**config.mk**
```make
export PLATFORM = sky130hd
export DESIGN_NAME = dmem_responder
export DESIGN_NICKNAME = d
export VERILOG_FILES = /design/src/rtl/riscv_pkg.sv /design/src/rtl/dmem_load_align.sv /design/src/rtl/dmem_responder.sv
export SDC_FILE = /design/constraint.sdc
export NUM_CORES = 1
export LEC_CHECK = 0
export CORE_MARGIN = 1
export CORE_UTILIZATION = 55
export DETAILED_ROUTE_END_ITERATION = 12
export DONT_BUFFER_PORTS = 1
export GPL_TIMING_DRIVEN = 0
export PLACE_DENSITY = 0.8
export SLEW_MARGIN = 20
export SYNTH_ARGS = -nofsm -noshare
export SYNTH_HDL_FRONTEND = slang
export SYNTH_SLANG_ARGS = --single-unit
```
**constraint.sdc**
```tcl
create_clock -name clk -period 4.4 [get_ports clk]
set_input_delay 0.22 -clock clk [delete_from_list [all_inputs] [get_ports clk]]
set_output_delay 0.22 -clock clk [all_outputs]
set_load 0.03 [all_outputs]
```
**src/rtl/riscv_pkg.sv**
```systemverilog
// rtl/riscv_pkg.sv - shared Funct3 codes, access sizes and responder FSM states
// Contents: F3_* load/store size codes, dmem_state_e, dmem_size_e, f3_size()
package riscv_pkg;

    localparam logic [2:0] F3_B  = 3'b000;
    localparam logic [2:0] F3_H  = 3'b001;
    localparam logic [2:0] F3_W  = 3'b010;
    localparam logic [2:0] F3_BU = 3'b100;
    localparam logic [2:0] F3_HU = 3'b101;

    typedef enum logic [1:0] {
        IDLE,
        ISSUE,
        WAIT,
        RESP
    } dmem_state_e;

    typedef enum logic [1:0] {
        SZ_B,
        SZ_H,
        SZ_W
    } dmem_size_e;

    // Undefined codes (011, 110, 111) fall through to a full-word access.
    function automatic dmem_size_e f3_size(input logic [2:0] f3);
        dmem_size_e sz;
        case (f3)
            F3_B, F3_BU: sz = SZ_B;
            F3_H, F3_HU: sz = SZ_H;
            default:     sz = SZ_W;
        endcase
        return sz;
    endfunction

endpackage

```
**src/rtl/dmem_load_align.sv**
```systemverilog
// rtl/dmem_load_align.sv - combinational load lane select and sign/zero extension
// Ports: word (SRAM read word), offset (byte offset), funct3 (load kind), data (extended result)
module dmem_load_align
    import riscv_pkg::*;
(
    input  logic [31:0] word,
    input  logic [1:0]  offset,
    input  logic [2:0]  funct3,
    output logic [31:0] data
);

    logic [7:0]  byte_sel;
    logic [15:0] half_sel;

    always_comb begin
        byte_sel = word[{offset, 3'b000} +: 8];
        half_sel = offset[1] ? word[31:16] : word[15:0];
        case (funct3)
            F3_B:    data = {{24{byte_sel[7]}}, byte_sel};
            F3_BU:   data = {24'h000000, byte_sel};
            F3_H:    data = {{16{half_sel[15]}}, half_sel};
            F3_HU:   data = {16'h0000, half_sel};
            default: data = word;
        endcase
    end

endmodule

```
**src/rtl/dmem_responder.sv**
```systemverilog
// rtl/dmem_responder.sv - load/store responder between decode pipeline and a fixed-latency SRAM
// Pipeline side: MemRead, MemWrite, Funct3, Addr, WrData in; RdData, Stall, Done, MisalignErr out
// SRAM side: mem_en, mem_we, mem_be, mem_addr, mem_wdata out; mem_rdata in
// Parameters: MEM_LAT (SRAM read latency 1..4), WORD_AW (word-address width)
// Option: DMEM_MISALIGN_CHECK_EN rejects misaligned halfword/word accesses with MisalignErr;
//         otherwise the offending low address bits are cleared and the access proceeds.
module dmem_responder
    import riscv_pkg::*;
#(
    parameter int MEM_LAT = 1,
    parameter int WORD_AW = 10
) (
    input  logic               clk,
    input  logic               reset_n,
    input  logic               MemRead,
    input  logic               MemWrite,
    input  logic [2:0]         Funct3,
    input  logic [31:0]        Addr,
    input  logic [31:0]        WrData,
    output logic [31:0]        RdData,
    output logic               Stall,
    output logic               Done,
    output logic               MisalignErr,
    output logic               mem_en,
    output logic               mem_we,
    output logic [3:0]         mem_be,
    output logic [WORD_AW-1:0] mem_addr,
    output logic [31:0]        mem_wdata,
    input  logic [31:0]        mem_rdata
);

    // Last WAIT cycle index; WAIT is skipped entirely when MEM_LAT == 1.
    localparam logic [1:0] WAIT_LAST = (MEM_LAT >= 2) ? 2'(MEM_LAT - 2) : 2'd0;

    dmem_state_e        state_q, state_d;
    logic [WORD_AW-1:0] waddr_q, waddr_d;
    logic [1:0]         off_q, off_d;
    logic [2:0]         f3_q, f3_d;
    logic               store_q, store_d;
    logic               err_q, err_d;
    logic [3:0]         be_q, be_d;
    logic [31:0]        wdata_q, wdata_d;
    logic [31:0]        rd_q, rd_d;
    logic [1:0]         cnt_q, cnt_d;

    logic               req;
    logic               reject;
    dmem_size_e         size;
    logic [1:0]         off_new;
    logic [3:0]         be_new;
    logic [31:0]        wdata_new;
    logic [31:0]        load_data;
    logic               resp_upd;
    logic [31:0]        rd_new;
    logic               unused_addr;

    assign unused_addr = ^Addr[31:WORD_AW+2];
    assign req         = MemRead | MemWrite;
    assign size        = f3_size(Funct3);

`ifdef DMEM_MISALIGN_CHECK_EN
    assign reject = ((size == SZ_H) && Addr[0]) || ((size == SZ_W) && (Addr[1:0] != 2'b00));
`else
    assign reject = 1'b0;
`endif

    // Offset is forced to natural alignment; stores replicate data across lanes.
    always_comb begin
        case (size)
            SZ_B: begin
                off_new   = Addr[1:0];
                be_new    = 4'b0001 << off_new;
                wdata_new = {4{WrData[7:0]}};
            end
            SZ_H: begin
                off_new   = {Addr[1], 1'b0};
                be_new    = 4'b0011 << off_new;
                wdata_new = {2{WrData[15:0]}};
            end
            default: begin
                off_new   = 2'b00;
                be_new    = 4'b1111;
                wdata_new = WrData;
            end
        endcase
    end

    dmem_load_align u_align (
        .word   (mem_rdata),
        .offset (off_q),
        .funct3 (f3_q),
        .data   (load_data)
    );

    // RdData follows the SRAM word during RESP of a load (or rejected access) and
    // is captured so it holds afterwards; stores leave it untouched.
    always_comb begin
        resp_upd = (state_q == RESP) && (!store_q || err_q);
        rd_new   = err_q ? 32'h0000_0000 : load_data;
        rd_d     = resp_upd ? rd_new : rd_q;
    end

    always_comb begin
        state_d = state_q;
        waddr_d = waddr_q;
        off_d   = off_q;
        f3_d    = f3_q;
        store_d = store_q;
        err_d   = err_q;
        be_d    = be_q;
        wdata_d = wdata_q;
        cnt_d   = cnt_q;
        case (state_q)
            IDLE: begin
                if (req) begin
                    waddr_d = Addr[WORD_AW+1:2];
                    off_d   = off_new;
                    f3_d    = Funct3;
                    store_d = MemWrite;
                    be_d    = be_new;
                    wdata_d = wdata_new;
                    err_d   = reject;
                    state_d = reject ? RESP : ISSUE;
                end
            end
            ISSUE: begin
                if (store_q || (MEM_LAT == 1)) begin
                    state_d = RESP;
                end else begin
                    state_d = WAIT;
                    cnt_d   = 2'd0;
                end
            end
            WAIT: begin
                if (cnt_q == WAIT_LAST) begin
                    state_d = RESP;
                end else begin
                    cnt_d = cnt_q + 2'd1;
                end
            end
            RESP:    state_d = IDLE;
            default: state_d = IDLE;
        endcase
    end

    always_ff @(posedge clk or negedge reset_n) begin
        if (!reset_n) begin
            state_q <= IDLE;
            waddr_q <= '0;
            off_q   <= 2'b00;
            f3_q    <= F3_W;
            store_q <= 1'b0;
            err_q   <= 1'b0;
            be_q    <= 4'b0000;
            wdata_q <= 32'h0000_0000;
            rd_q    <= 32'h0000_0000;
            cnt_q   <= 2'd0;
        end else begin
            state_q <= state_d;
            waddr_q <= waddr_d;
            off_q   <= off_d;
            f3_q    <= f3_d;
            store_q <= store_d;
            err_q   <= err_d;
            be_q    <= be_d;
            wdata_q <= wdata_d;
            rd_q    <= rd_d;
            cnt_q   <= cnt_d;
        end
    end

    // Stall is gated by reset_n so it stays low while reset holds the block.
    assign Stall       = reset_n && (((state_q == IDLE) && req) || (state_q == ISSUE) || (state_q == WAIT));
    assign Done        = (state_q == RESP);
    assign MisalignErr = (state_q == RESP) && err_q;
    assign mem_en      = (state_q == ISSUE);
    assign mem_we      = (state_q == ISSUE) && store_q;
    assign mem_be      = ((state_q == ISSUE) && store_q) ? be_q : 4'b0000;
    assign mem_addr    = waddr_q;
    assign mem_wdata   = wdata_q;
    assign RdData      = resp_upd ? rd_new : rd_q;

endmodule

```
; After elaboration in Yosys (flattened, before gate mapping)
; Cells that the tools add are included.
[totals]
inputBits = 103
output_inout_bits = 83
elab_cells = 55
regBits = 88
[op_classes]
reduce_logical = 17
eq_ne = 12
n_mux = 11
bitwise_logic = 2
n_shift = 3
add_sub_neg = 1
[ops]
columns = op, n
row1 = case mux 32 bit (4 select lines), 1
row2 = case mux 32 bit (2 select lines), 1
row3 = two-way mux 32 bit, 1
row4 = indexed part select 32 x 6 -> 8 bit, 1
row5 = two-way mux 16 bit, 1
row6 = "equality test 3 bit, second input constant", 4
row7 = case mux 2 bit (2 select lines), 2
row8 = case mux 2 bit (4 select lines), 1
row9 = case mux 4 bit (2 select lines), 1
row10 = "equality test 3 x 1 -> 1 bit, second input constant", 2
row11 = logical NOT 2 bit, 3
row12 = logical NOT 3 bit, 2
row13 = AND reduction 2 bit, 3
row14 = "equality test 2 x 1 -> 1 bit, second input constant", 2
row15 = "equality test 2 bit, second input constant", 2
row16 = logical AND 1 bit, 4
row17 = two-way mux 2 bit, 2
row18 = two-way mux 4 bit, 1
row19 = "!= test 2 bit, second input constant", 2
row20 = OR reduction 2 bit, 2
row21 = "left shift 1 x 2 -> 4 bit, first input constant", 1
row22 = "left shift 2 x 2 -> 4 bit, first input constant", 1
row23 = "adder 2 x 1 -> 2 bit, second input constant", 1
row24 = logical OR 1 bit, 2
row25 = 3 further kinds, 3

; Logic depth before layout (Yosys ltp)
; Gate-level depths: netlist of the first run.
[logic_depth]
word_depth = 5
ltp_mapped = 7
depth_no_buf = 5

; Modules after synthesis
; A second synthesis of the first run with hierarchy kept.
[unflattened]
cells_unflattened = 427
hier_area_um2 = 4792.1
[by_module_without_submodules]
columns = mod, cells_each, seq_area_each_um2, instances, area_each_um2
row1 = dmem_responder, 331, 2203.4, 1, 3946.3
row2 = dmem_load_align, 96, 0.0, 1, 845.8

; Worst setup path after synthesis of the first run
; Ideal clock, no wire load.
[synth_path]
path_type = register to output
startpoint = reg state_q[1]
endpoint = out RdData[16]
required_time_ns = 4.180
path_slack_ns = 1.962
stages_incl_launch_ff = 8
t_arrival_ns = 2.218
path_buffers = 3
cell_sequence = dfrtp_1 ha_1 buf_2 nor2b_1 buf_2 buf_2 nor2_1 a211oi_1
[synth_via]
elab_chain_cells = 3
[synth_lines]
columns = element, line_no
row1 = from (decl), dmem_responder.sv:35  ; dmem_state_e state_q, state_d;
row2 = from (signal assigned), dmem_responder.sv:159  ; state_q <= state_d;
row3 = equality test 2 bit, --
row4 = net Done, dmem_responder.sv:22  ; output logic Done,
row5 = logical AND 1 bit, dmem_responder.sv:98  ; resp_upd = (state_q == RESP) && (!store_q || err_q);
row6 = two-way mux 32 bit, dmem_responder.sv:181  ; assign RdData = resp_upd ? rd_new : rd_q;
row7 = to (decl), dmem_responder.sv:20  ; output logic [31:0] RdData,
; The timed path passes the listed nets, and every way through them passes these cells.

; Worst setup path in the final report of the first run
[layout_path]
startpoint = reg state_q[0]
endpoint = out RdData[16]
; Same word-level chain as after synthesis.

==> results of run 1 <==
## sequential cells by signal, indices dropped and copies added, names as in the netlist
register and cells:
mem_wdata 32, store_q 1, rd_q 32, off_q 2
f3_q 3, cnt_q 2, be_q 4, state_q 2
mem_addr 10
## area by class of cell
| cell class | count | area [um^2] | share of cell area [%] |
|---|---|---|---|
| Multi-Input combinational cell | 314 | 2313 | 43.07 |
| Sequential cell | 88 | 2203 | 41.02 |
| Timing Repair Buffer | 25 | 259.0 | 4.822 |
| Buffer | 37 | 224.0 | 4.170 |
| Tap cell | 105 | 131.4 | 2.446 |
| Clock buffer | 9 | 123.9 | 2.306 |
| Clock inverter | 7 | 75.07 | 1.398 |
| Inverter | 11 | 41.29 | 0.7687 |
## worst register-to-register path: cells and delay by family (launching register included)
kind            cells  cell delay (ps)
simple gates        2              200
flops               1              400
fa+ha+maj           1              430
compound gates      1              850
buf+inv             3              730
## routing by layer
layer,routed length [um],vias up,global-route usage [%]
met5,0,-,0
met4,265,0,11.24
met3,1329,25,10.45
met2,6337,173,48.45
met1,4881,1816,33.61
li1,-,1696,-
## cell families after synthesis
group                    share of synthesized area, %
multiplexers                                    15.91
other                                         0.07842
flip-flops                                      46.08
buffers and inverters                           5.547
XOR/XNOR                                       0.1832
adder cells (fa/ha/maj)                         1.308
AO/OA/AOI/OAI                                   17.22
AND/OR/NAND/NOR                                 13.68
## metrics by stage
step / area [um^2] / setup slack, ps / utilization [%] / std cells
6_report: 5371 / 1194 / 64.72 / 596
3_5_place_dp: 4913 / 1608 / 59.20 / 555
2_1_floorplan: 4782 / 1962 / - / 450
4_1_cts: 5360 / 1207 / 64.59 / 594
5_1_grt: 5371 / 1033 / 64.72 / 596
3_3_place_gp: 4913 / 1643 / 59.20 / 555
## power by group through the flow
stage	logic, W	registers, W	clock network (W)
after floorplan	0.00190	0.00178	0
after global placement	0.00219	0.00184	0
after detailed placement	0.00225	0.00185	0
after CTS	0.00229	0.00184	0.000575
after global routing	0.00248	0.00188	0.000603
final	0.00231	0.00185	0.000563
## cell usage after synthesis (2+ instances only)
cell | count | share of area [%]
sky130_fd_sc_hd__o32ai_1 | 3 | 0.55
sky130_fd_sc_hd__nand2_1 | 37 | 2.9
sky130_fd_sc_hd__a22o_1 | 2 | 0.37
sky130_fd_sc_hd__ha_1 | 5 | 1.3
sky130_fd_sc_hd__a221o_1 | 2 | 0.42
sky130_fd_sc_hd__a211oi_1 | 21 | 3.3
sky130_fd_sc_hd__o221a_2 | 2 | 0.47
sky130_fd_sc_hd__a31oi_1 | 2 | 0.26
sky130_fd_sc_hd__nor3_1 | 18 | 1.9
sky130_fd_sc_hd__inv_1 | 11 | 0.86
sky130_fd_sc_hd__a21o_1 | 8 | 1.3
sky130_fd_sc_hd__nor3b_2 | 2 | 0.52
sky130_fd_sc_hd__nor2_1 | 23 | 1.8
sky130_fd_sc_hd__or3b_1 | 2 | 0.37
sky130_fd_sc_hd__buf_4 | 6 | 0.94
sky130_fd_sc_hd__dfrtp_1 | 87 | 46
sky130_fd_sc_hd__a211oi_2 | 10 | 2.6
sky130_fd_sc_hd__a221oi_1 | 2 | 0.37
sky130_fd_sc_hd__nor2b_1 | 5 | 0.65
sky130_fd_sc_hd__o31ai_1 | 2 | 0.31
sky130_fd_sc_hd__a32oi_1 | 2 | 0.37
sky130_fd_sc_hd__and2_1 | 18 | 2.4
sky130_fd_sc_hd__a21oi_1 | 11 | 1.2
sky130_fd_sc_hd__mux2_2 | 34 | 8.0
sky130_fd_sc_hd__o21ai_0 | 37 | 3.9
sky130_fd_sc_hd__and4b_1 | 7 | 1.5
sky130_fd_sc_hd__buf_6 | 4 | 0.94
sky130_fd_sc_hd__and3_1 | 4 | 0.52
sky130_fd_sc_hd__mux2i_1 | 34 | 7.1
sky130_fd_sc_hd__clkbuf_1 | 9 | 0.71
sky130_fd_sc_hd__buf_2 | 17 | 1.8
sky130_fd_sc_hd__nand2b_1 | 6 | 0.79
## final timing paths
check | start | end | depth (start not counted) | slack [ps]
max reg2reg | state_q[0] | rd_q[16] | 7 | 1580
max in group asynchronous | reset_n | f3_q[1] | 2 | 3590
min | WrData[6] | mem_wdata[22] | 2 | 40
min reg2reg | be_q[2] | be_q[2] | 1 | 480
min in group asynchronous | reset_n | mem_wdata[9] | 2 | 430
max | state_q[0] | RdData[16] | 7 | 1190
==> impl_results.md, run 1 <==
- Fraction of layout instances using a drive strength above 1: 20.37%
- Total via count after detailed routing: 3710
- Switching power share of the total: 53.96%
- Critical path required time: 4180 ps
- Result of the run: finished clean
- Largest delay share family, worst path: compound AO/OA/AOI/OAI gates
- Detail-routed via count per cell: 6.225
- Total design power: 0.004721 W
- Post-DRT Antenna Nets: 0
- Transition time of the tightest slew-check pin: 1161 ps
- All-layer global routing usage: 28.89%
- Postcts setup bufs: 0
- Int Power: 0.002174 W
- Time the final worst path needs with I/O delays and setup: 3206 ps
- Maximum resistive drop on vdd: 0.4092 mV
- Die outline height: 95.25 um
- Cells traversed along the worst timing path: ha_1 -> buf_2 -> nor2b_1 -> buf_2 -> buf_2 -> nor2_1 -> a211oi_1
- Slew Viols, Final: 0
- Part of the Yosys area used for sequential elements: 46.08%
- Clock sink count: 88
- Detailed Routing Iterations Pass 1: 4
- Highest cell delay on the worst timing path: 850 ps
- Number of port buffers: 0
- Clock buffer count from CTS: 9
- Count of inserted antenna diode cells: 0
- Initial Utilization: 57.62%
- Top-Level Pins: 186
- 1st-iter DRT viols: 141
- Via count of the first global-routing pass: 3919
- Distinct cell type count after synthesis: 49
- First-pass GRT wire length: 19.62 mm
- Most frequent standard cell in the layout excluding fill and tap cells: sky130_fd_sc_hd__dfrtp_1
- Pin count of the biggest net entering global routing: 89
- Static Leak: 2.318 nW
- Net Switching: 0.002547 W
- Commonest non-fill, non-tap cells in the layout: 87 x sky130_fd_sc_hd__dfrtp_1, 37 x sky130_fd_sc_hd__nand2_1, 35 x sky130_fd_sc_hd__o21ai_0
- Final number of hold-violating endpoints: 0
- Cell at the slowest stage of the critical path: sky130_fd_sc_hd__a211oi_1
- Final count of negative-setup-slack endpoints: 0
- Max FO, Critical Path: 10
- Combinational share of power: 49.0%
- Post-synthesis sequential element count: 88
- DP Wirelength: 9.145 mm
- Syn Std Cell Area: 0.004782 mm^2
- Arrival time of data at the critical path endpoint: 2990 ps
- Maximum Capacitance Violations: 0
- Power density cells: 879.0 mW/mm^2
- Type of the most critical hold path: input port to flip-flop
- Count of flip-flops with a built-in enable after synthesis: 0
- Endpoint class of the critical path: output pin
- Total Neg Setup Slack: 0 ps
- Final clock skew: 14.60 ps
- Filler cell count in the final layout: 656
- Clock transition at path regs: 100 ps
- TritonCTS clock tree: built
- Warnings, synthesis: 0
- Hold buffer count at cts: 23
- Total number of nets in the final design: 594
- Initial antenna violation count: 0
- Gate Count Post-Synth: 450
- Worst Hold Slack: 43.65 ps
- Die span in x: 95.25 um
- Number of buffer and inverter instances along the worst setup path: 3
- Row cnt: 33
- Die ar.: 0.009072 mm^2
- GP Congestion: 0.9332
- Worst-skew pair later-pin latency: 370 ps
- Worst-case clock buffer depth: 2
- Startpoint type of the worst setup path: flip-flop
- Share of synthesized flip-flops with an asynchronous set or reset: 100.0%
- Mapped Nets: 558
- Routed len/inst: 21.50 um
- Most frequent cell on the critical path: sky130_fd_sc_hd__buf_2
- Most instantiated flip-flop cell in the synthesis netlist: sky130_fd_sc_hd__dfrtp_1
- Standard cell core area: 0.008299 mm^2
- Depth of the CTS H-tree: 3
- Total length of routed wires: 12.81 mm
- Worst slew margin: 21.76%
- Number of design rule violations left after detail routing: 0
- Average instance area after synthesis: 10.63 um^2
- Critical setup path kind: flip-flop to output pin
- Post-CTS sizing: 0
- Fraction of power consumed by sequential logic: 39.1%
- Area Overhead vs Synth: 12.32%
- CTS root buf: sky130_fd_sc_hd__clkbuf_8
- Max Freq: 311.9 MHz
- Period Utilization, post-route: 72.87%
- Setup repair after global routing missed its margin: no
- Clock share of power: 11.9%
- Congestion Overflow GR: 0
No activity file was read; power rests on OpenSTA's default activity.
==> run 2: changes to the inputs <==
- PLACE_DENSITY: 0.8 -> 0.83
- clock period: 4.4 -> 2.6 ns (I/O delays scaled with it)
==> run 2 against run 1 <==
Compared with the run above:
- routed wire length up 7.7%
- non-clock buffer count is 15 higher
- critical path depth down 2
- setup slack got worse by 1100 ps
- design area rose by 5.5%
- die area unchanged
- register-to-register slack worse by 1200 ps
- clock power is 65% higher
- global-route usage increased by 1.8 points
- combinational power up 90%
- critical path type unchanged
==> impl_results.md, run 2 (synthesis gave the netlist of run 1 again) <==
- DP Wirelength: 9.196 mm
- Routed len/inst: 22.62 um
- Critical path required time: 2470 ps
- Initial antenna violation count: 0
- Via count of the first global-routing pass: 4096
- Slew Viols, Final: 0
- Maximum Capacitance Violations: 0
- Time the final worst path needs with I/O delays and setup: 2482 ps
- Period Utilization, post-route: 95.48%
- Final number of hold-violating endpoints: 0
- Die span in x: 95.25 um
- Clock transition at path regs: 80 ps
- Number of port buffers: 0
- Total design power: 0.008447 W
- TritonCTS clock tree: built
- Most frequent standard cell in the layout excluding fill and tap cells: sky130_fd_sc_hd__dfrtp_1
- Cell area after layout: 0.005667 mm^2
- Least setup slack across all paths after layout: 117.5 ps
- Congestion Overflow GR: 0
- Post-DRT Antenna Nets: 0
- Final non-filler cell total: 610
- Post-detailed-placement cell area: 0.004922 mm^2
- Type of the most critical hold path: input port to flip-flop
- Die ar.: 0.009072 mm^2
- Maximum resistive drop on vdd: 0.6751 mV
- Pin count of the biggest net entering global routing: 89
- Clock sink count: 88
- Area Overhead vs Synth: 18.50%
- CTS root buf: sky130_fd_sc_hd__clkbuf_8
- Critical setup path kind: flip-flop to output pin
- Static Leak: 2.407 nW
- Setup repair after global routing missed its margin: yes
- Clock buffer count from CTS: 9
- 1st-iter DRT viols: 275
- Startpoint type of the worst setup path: flip-flop
- Total via count after detailed routing: 3893
- All-layer global routing usage: 30.65%
- Result of the run: finished clean
- Arrival time of data at the critical path endpoint: 2350 ps
- Final count of negative-setup-slack endpoints: 0
- Fraction of layout instances using a drive strength above 1: 21.78%
- Endpoint class of the critical path: output pin
- First-pass GRT wire length: 20.80 mm
- Final clock skew: 13.38 ps
- Detailed Routing Iterations Pass 1: 5
- Total length of routed wires: 13.80 mm
- GP Congestion: 1.019
- Worst-case clock buffer depth: 2
- Top-Level Pins: 186
- Initial Utilization: 57.62%
- Total number of nets in the final design: 609
- Worst-skew pair later-pin latency: 350 ps
- Number of placed instances, taps included: 557
- Commonest non-fill, non-tap cells in the layout: 87 x sky130_fd_sc_hd__dfrtp_1, 37 x sky130_fd_sc_hd__nand2_1, 35 x sky130_fd_sc_hd__dlygate4sd3_1
- Detail-routed via count per cell: 6.382
- Number of design rule violations left after detail routing: 0
- Post-layout utilization of the core: 68.28%
- Count of inserted antenna diode cells: 0
- Pre-CTS WS: -205.6 ps
- Standard cell core area: 0.008299 mm^2
- Die outline height: 95.25 um
- Max Freq: 402.8 MHz
- Worst slew margin: 46.18%
- Max FO, Critical Path: 10
- Row cnt: 33
- Transition time of the tightest slew-check pin: 801.9 ps
- Power density cells: 1491 mW/mm^2
- Depth of the CTS H-tree: 3
-- run 2: stage by stage --
| step | setup TNS (ps) | hold WS (ps) |
|---|---|---|
| 6_report | 0 | 4.246 |
| 5_1_grt | -6.610 | 3.151 |
| 4_1_cts | 0 | 1.089 |
| 3_5_place_dp | -1934 | -162.9 |
| 3_3_place_gp | -1129 | -162.5 |
| 2_1_floorplan | 0 | -165.6 |
-- run 2: final timing paths --
check	cells past startpoint	slack [ps]	end	from
hold / removal	2	4	mem_wdata[19]	WrData[3]
hold reg to reg	1	490	be_q[2]	be_q[2]
setup / recovery	5	120	RdData[8]	state_q[0]
min in group asynchronous	2	330	mem_addr[9]	reset_n
max in group asynchronous	2	1840	f3_q[1]	reset_n
setup reg to reg	5	420	rd_q[8]	state_q[0]
-- run 2: area by class of cell --
| class | instances | area, um^2 |
|---|---|---|
| Fill cell | 614 | 2633 |
| Multi-Input combinational cell | 314 | 2472 |
| Sequential cell | 88 | 2203 |
| Timing Repair Buffer | 40 | 401.6 |
| Buffer | 37 | 231.5 |
| Tap cell | 105 | 131.4 |
| Clock buffer | 10 | 127.6 |
| Clock inverter | 5 | 57.56 |
| Inverter | 11 | 41.29 |
-- run 2: timing repair --
item,4_1_cts,5_1_grt
pin swaps,1,2
endpoints found under the setup margin,40,21
resized for setup,22,14
hold buffers,34,2
setup buffers,0,2
endpoints found under the hold margin,121,1
-- run 2: power by group --
part / switching (W) / internal (W) / total (W)
sequential: 0.00108 / 0.00205 / 0.00313
combinational: 0.00292 / 0.00147 / 0.00439
clock: 0.000487 / 0.000442 / 0.000929
-- run 2: worst max-delay path, stage by stage (launching register included) --
cell and delay [ps]:
sky130_fd_sc_hd__dfrtp_1 430, sky130_fd_sc_hd__ha_4 240, sky130_fd_sc_hd__or3b_1 350, sky130_fd_sc_hd__buf_2 190, sky130_fd_sc_hd__a21o_1 170, sky130_fd_sc_hd__o21ai_1 620
-- run 2: per-layer routing --
metal  wire, um  global-route usage [%]  vias to the layer above  share of wire, %
met4        537                   17.42                        0               3.9
met2       6640                   49.46                      222                48
li1           -                       -                     1717                 -
met3       1468                   10.93                       56                11
met1       5151                   35.18                     1898                37
met5          0                       0                        -                 0
==> run 3: changes to the inputs <==
- SYNTH_HIERARCHICAL: default -> 1
==> run 3 against run 2 <==
Compared with the run above:
- critical path depth is the same
- critical endpoint is now RdData[31]
- utilization shrank 1.2 points
- largest cell class unchanged
- via count shrank 7.5%
- die area grew 0.20%
- register-to-register slack gained 120 ps
- count of clock-buffer cells in the layout is the same
- sequential power is essentially flat
- combinational power shrank 4%
- critical path type unchanged
==> impl_results.md, run 3 <==
- Result of the run: finished clean
- Slew Viols, Final: 0
- Net Switching: 0.004154 W
- Number of design rule violations left after detail routing: 0
- Int Power: 0.004090 W
- Warnings, synthesis: 6
- Hold wc startpoint: Addr[0]
- Combinational share of power: 51.2%
- Clock share of power: 11.0%
- Critical R2R Launch: state_q[0]
- Reg2reg setup slack: 540 ps
- Most frequent standard cell in the layout excluding fill and tap cells: sky130_fd_sc_hd__nand2_1
- Area fraction of the dominant cell type after synthesis: 45.43%
- Row cnt: 33
- Hold Path End: be_q[0]
- Worst-skew pair later-pin latency: 360 ps
- Highest cell delay on the worst timing path: 540 ps
- Die span in x: 95.34 um
- Part of the Yosys area used for sequential elements: 45.98%
- Fraction of layout instances using a drive strength above 1: 23.06%
- Commonest non-fill, non-tap cells in the layout: 100 x sky130_fd_sc_hd__nand2_1, 87 x sky130_fd_sc_hd__dfrtp_1, 46 x sky130_fd_sc_hd__dlygate4sd3_1
- Via count of the first global-routing pass: 3790
- Mapped Nets: 536
- Maximum Capacitance Violations: 0
- Share of cell area taken by muxes after synthesis: 19.27%
- Adder and majority gate portion of the synthesized area: 1.567%
- TritonCTS clock tree: built
- Max Freq: 419.0 MHz
- Most instantiated flip-flop cell in the synthesis netlist: sky130_fd_sc_hd__dfrtp_1
- Pin count of the biggest net entering global routing: 89
- Post-detailed-placement cell area: 0.004923 mm^2
- Max FO, Critical Path: 10
- Total number of nets in the final design: 594
- Total via count after detailed routing: 3602
- Total Neg Setup Slack: 0 ps
- Cell area after layout: 0.005595 mm^2
- Power density cells: 1473 mW/mm^2
- Cells traversed along the worst timing path: mux2_2 -> a22oi_4 -> buf_6 -> a2bb2oi_1 -> mux2_2
- Gate Count Post-Synth: 427
- Compound-gate portion of the synthesized area: 14.93%
- Count of inserted antenna diode cells: 0
- Die ar.: 0.009090 mm^2
- Cell with the most instances after synthesis: sky130_fd_sc_hd__nand2_1
- Simple-gate share of the synthesized area: 12.74%
- Standard cell core area: 0.008341 mm^2
- Count of flip-flops with a built-in enable after synthesis: 0
- Share of synthesized flip-flops with an asynchronous set or reset: 100.0%
- Switching power share of the total: 50.39%
- Fraction of power consumed by sequential logic: 37.7%
- Arrival time of data at the critical path endpoint: 2260 ps
- Area Overhead vs Synth: 16.76%
- Post-synthesis sequential element count: 88
- Detail-routed via count per cell: 6.054
- Xor/xnor cell area share of the yosys netlist: 0.1828%
- CTS root buf: sky130_fd_sc_hd__clkbuf_8
- Largest area contributor in the synthesized netlist: sky130_fd_sc_hd__dfrtp_1
- Die outline height: 95.34 um
- Multi-input logic area: 0.002337 mm^2
- Final clock skew: 19.42 ps
- Congestion Overflow GR: 0
- Static Leak: 2.659 nW
- Depth of the CTS H-tree: 3
- First-pass GRT wire length: 19.81 mm
- Maximum resistive drop on vdd: 0.6998 mV
- Worst r2r dst: mem_wdata[31]
- Largest delay share family, worst path: multiplexers
- Startpoint type of the worst setup path: flip-flop
- Initial antenna violation count: 0
- Average instance area after synthesis: 11.22 um^2
- Number of stages on the worst hold path: 2
- Total design power: 0.008244 W
- Most numerous cell types in the synthesized netlist: 100 x sky130_fd_sc_hd__nand2_1, 87 x sky130_fd_sc_hd__dfrtp_1, 31 x sky130_fd_sc_hd__mux2_4
- Number of port buffers: 0
- Top-Level Pins: 186
- Filler cell count in the final layout: 631
- Initial Utilization: 57.46%
- Number of buffer and inverter instances along the worst setup path: 1
- Clock buffer count from CTS: 9
- Critical path required time: 2470 ps
- All-layer global routing usage: 29.03%
- Worst r2r path cells: 7
- Endpoint class of the critical path: output pin
- GP Congestion: 0.8810
- Routed len/inst: 22.10 um
- Distinct cell type count after synthesis: 50
- Syn Std Cell Area: 0.004792 mm^2
- Setup repair after global routing missed its margin: no
- Time the final worst path needs with I/O delays and setup: 2387 ps
- Dominant combinational cell family by area after synthesis: multiplexers
- Type of the most critical hold path: input port to flip-flop
- Clock sink count: 88
- Transition time of the tightest slew-check pin: 717.9 ps
- Most frequent cell on the critical path: sky130_fd_sc_hd__mux2_2
- Clock transition at path regs: 90 ps
- Worst-case clock buffer depth: 2
- Worst slew margin: 52.14%
- Critical setup path kind: flip-flop to output pin
- Total length of routed wires: 13.15 mm
- Postcts setup bufs: 0
- Seq. cell area: 0.002203 mm^2
- Period Utilization, post-route: 91.79%
- Post-layout utilization of the core: 67.09%
- Final number of hold-violating endpoints: 0
- Top post-synthesis cells by area: sky130_fd_sc_hd__dfrtp_1 45%, sky130_fd_sc_hd__mux2_4 9.7%, sky130_fd_sc_hd__nand2_1 7.8%
- Post-DRT Antenna Nets: 0
- Detailed Routing Iterations Pass 1: 4
- Cell at the slowest stage of the critical path: sky130_fd_sc_hd__dfrtp_1
- Worst Hold Slack: 22.59 ps
- 1st-iter DRT viols: 149
- DP Wirelength: 8.604 mm
- Final count of negative-setup-slack endpoints: 0
-- run 3: timing repair --
| item | 4_1_cts | 5_1_grt |
|---|---|---|
| resized for setup | 0 | 0 |
| setup endpoints to repair | 0 | 0 |
| hold endpoints to repair | 133 | 0 |
| hold buffers | 47 | 0 |
-- run 3: worst max path at each step --
stage	from	cells past startpoint	slack (ps)	endpoint
2_1_floorplan	f3_q[1]	5	850	rd_q[0]
3_3_place_gp	off_q[0]	5	620	rd_q[31]
3_5_place_dp	off_q[0]	5	590	rd_q[31]
4_1_cts	off_q[0]	5	210	RdData[31]
5_1_grt	off_q[1]	6	150	RdData[0]
6_report	off_q[0]	5	210	RdData[31]
-- run 3: routing by layer --
metal,vias to the layer above,GRT usage [%],routed length [um]
li1,1606,-,-
met1,1734,31.66,4798
met2,233,52.38,6665
met3,29,9.250,1365
met4,0,10.48,322
met5,-,0,0
-- run 3: power groups by stage --
stage / Sequential (W) / Clock [W] / Combinational (W)
after CTS: 0.00310 / 0.000938 / 0.00419
after global routing: 0.00318 / 0.000970 / 0.00449
after global placement: 0.00309 / 0 / 0.00395
after floorplan: 0.00297 / 0 / 0.00353
final: 0.00311 / 0.000909 / 0.00422
after detailed placement: 0.00311 / 0 / 0.00407
-- run 3: cell type report --
cell class | count | share of cell area [%]
buffer | 29 | 4.092
clock buffer | 10 | 2.281
clock inverter | 6 | 1.006
inverter | 6 | 0.4025
multi-input combinational | 304 | 41.77
sequential | 88 | 39.38
tap | 105 | 2.348
timing repair buffer | 47 | 8.721
-- run 3: cells by family (layout without fill, tap and decap cells) --
logic type,after synthesis,count (layout)
AO/OA/AOI/OAI,84,84
buffers and inverters,35,98
flip-flops,88,88
AND/OR/NAND/NOR,137,137
multiplexers,75,75
adder cells (fa/ha/maj),6,6
XOR/XNOR,1,1
other,1,1
-- run 3: worst reg2reg max path: stages (launching register included) --
cell	delay, ps
sky130_fd_sc_hd__dfrtp_1	430
sky130_fd_sc_hd__inv_1	130
sky130_fd_sc_hd__ha_1	300
sky130_fd_sc_hd__o21ai_4	140
sky130_fd_sc_hd__buf_4	200
sky130_fd_sc_hd__a21oi_1	120
sky130_fd_sc_hd__a31oi_1	90
sky130_fd_sc_hd__dlygate4sd3_1	560
-- run 3: stage by stage --
stage / setup slack (ps) / cells
after floorplan: 850.0 / 427
after global placement: 624.3 / 532
after detailed placement: 590.2 / 532
after CTS: 212.6 / 595
after global routing: 146.5 / 595
final: 213.4 / 595
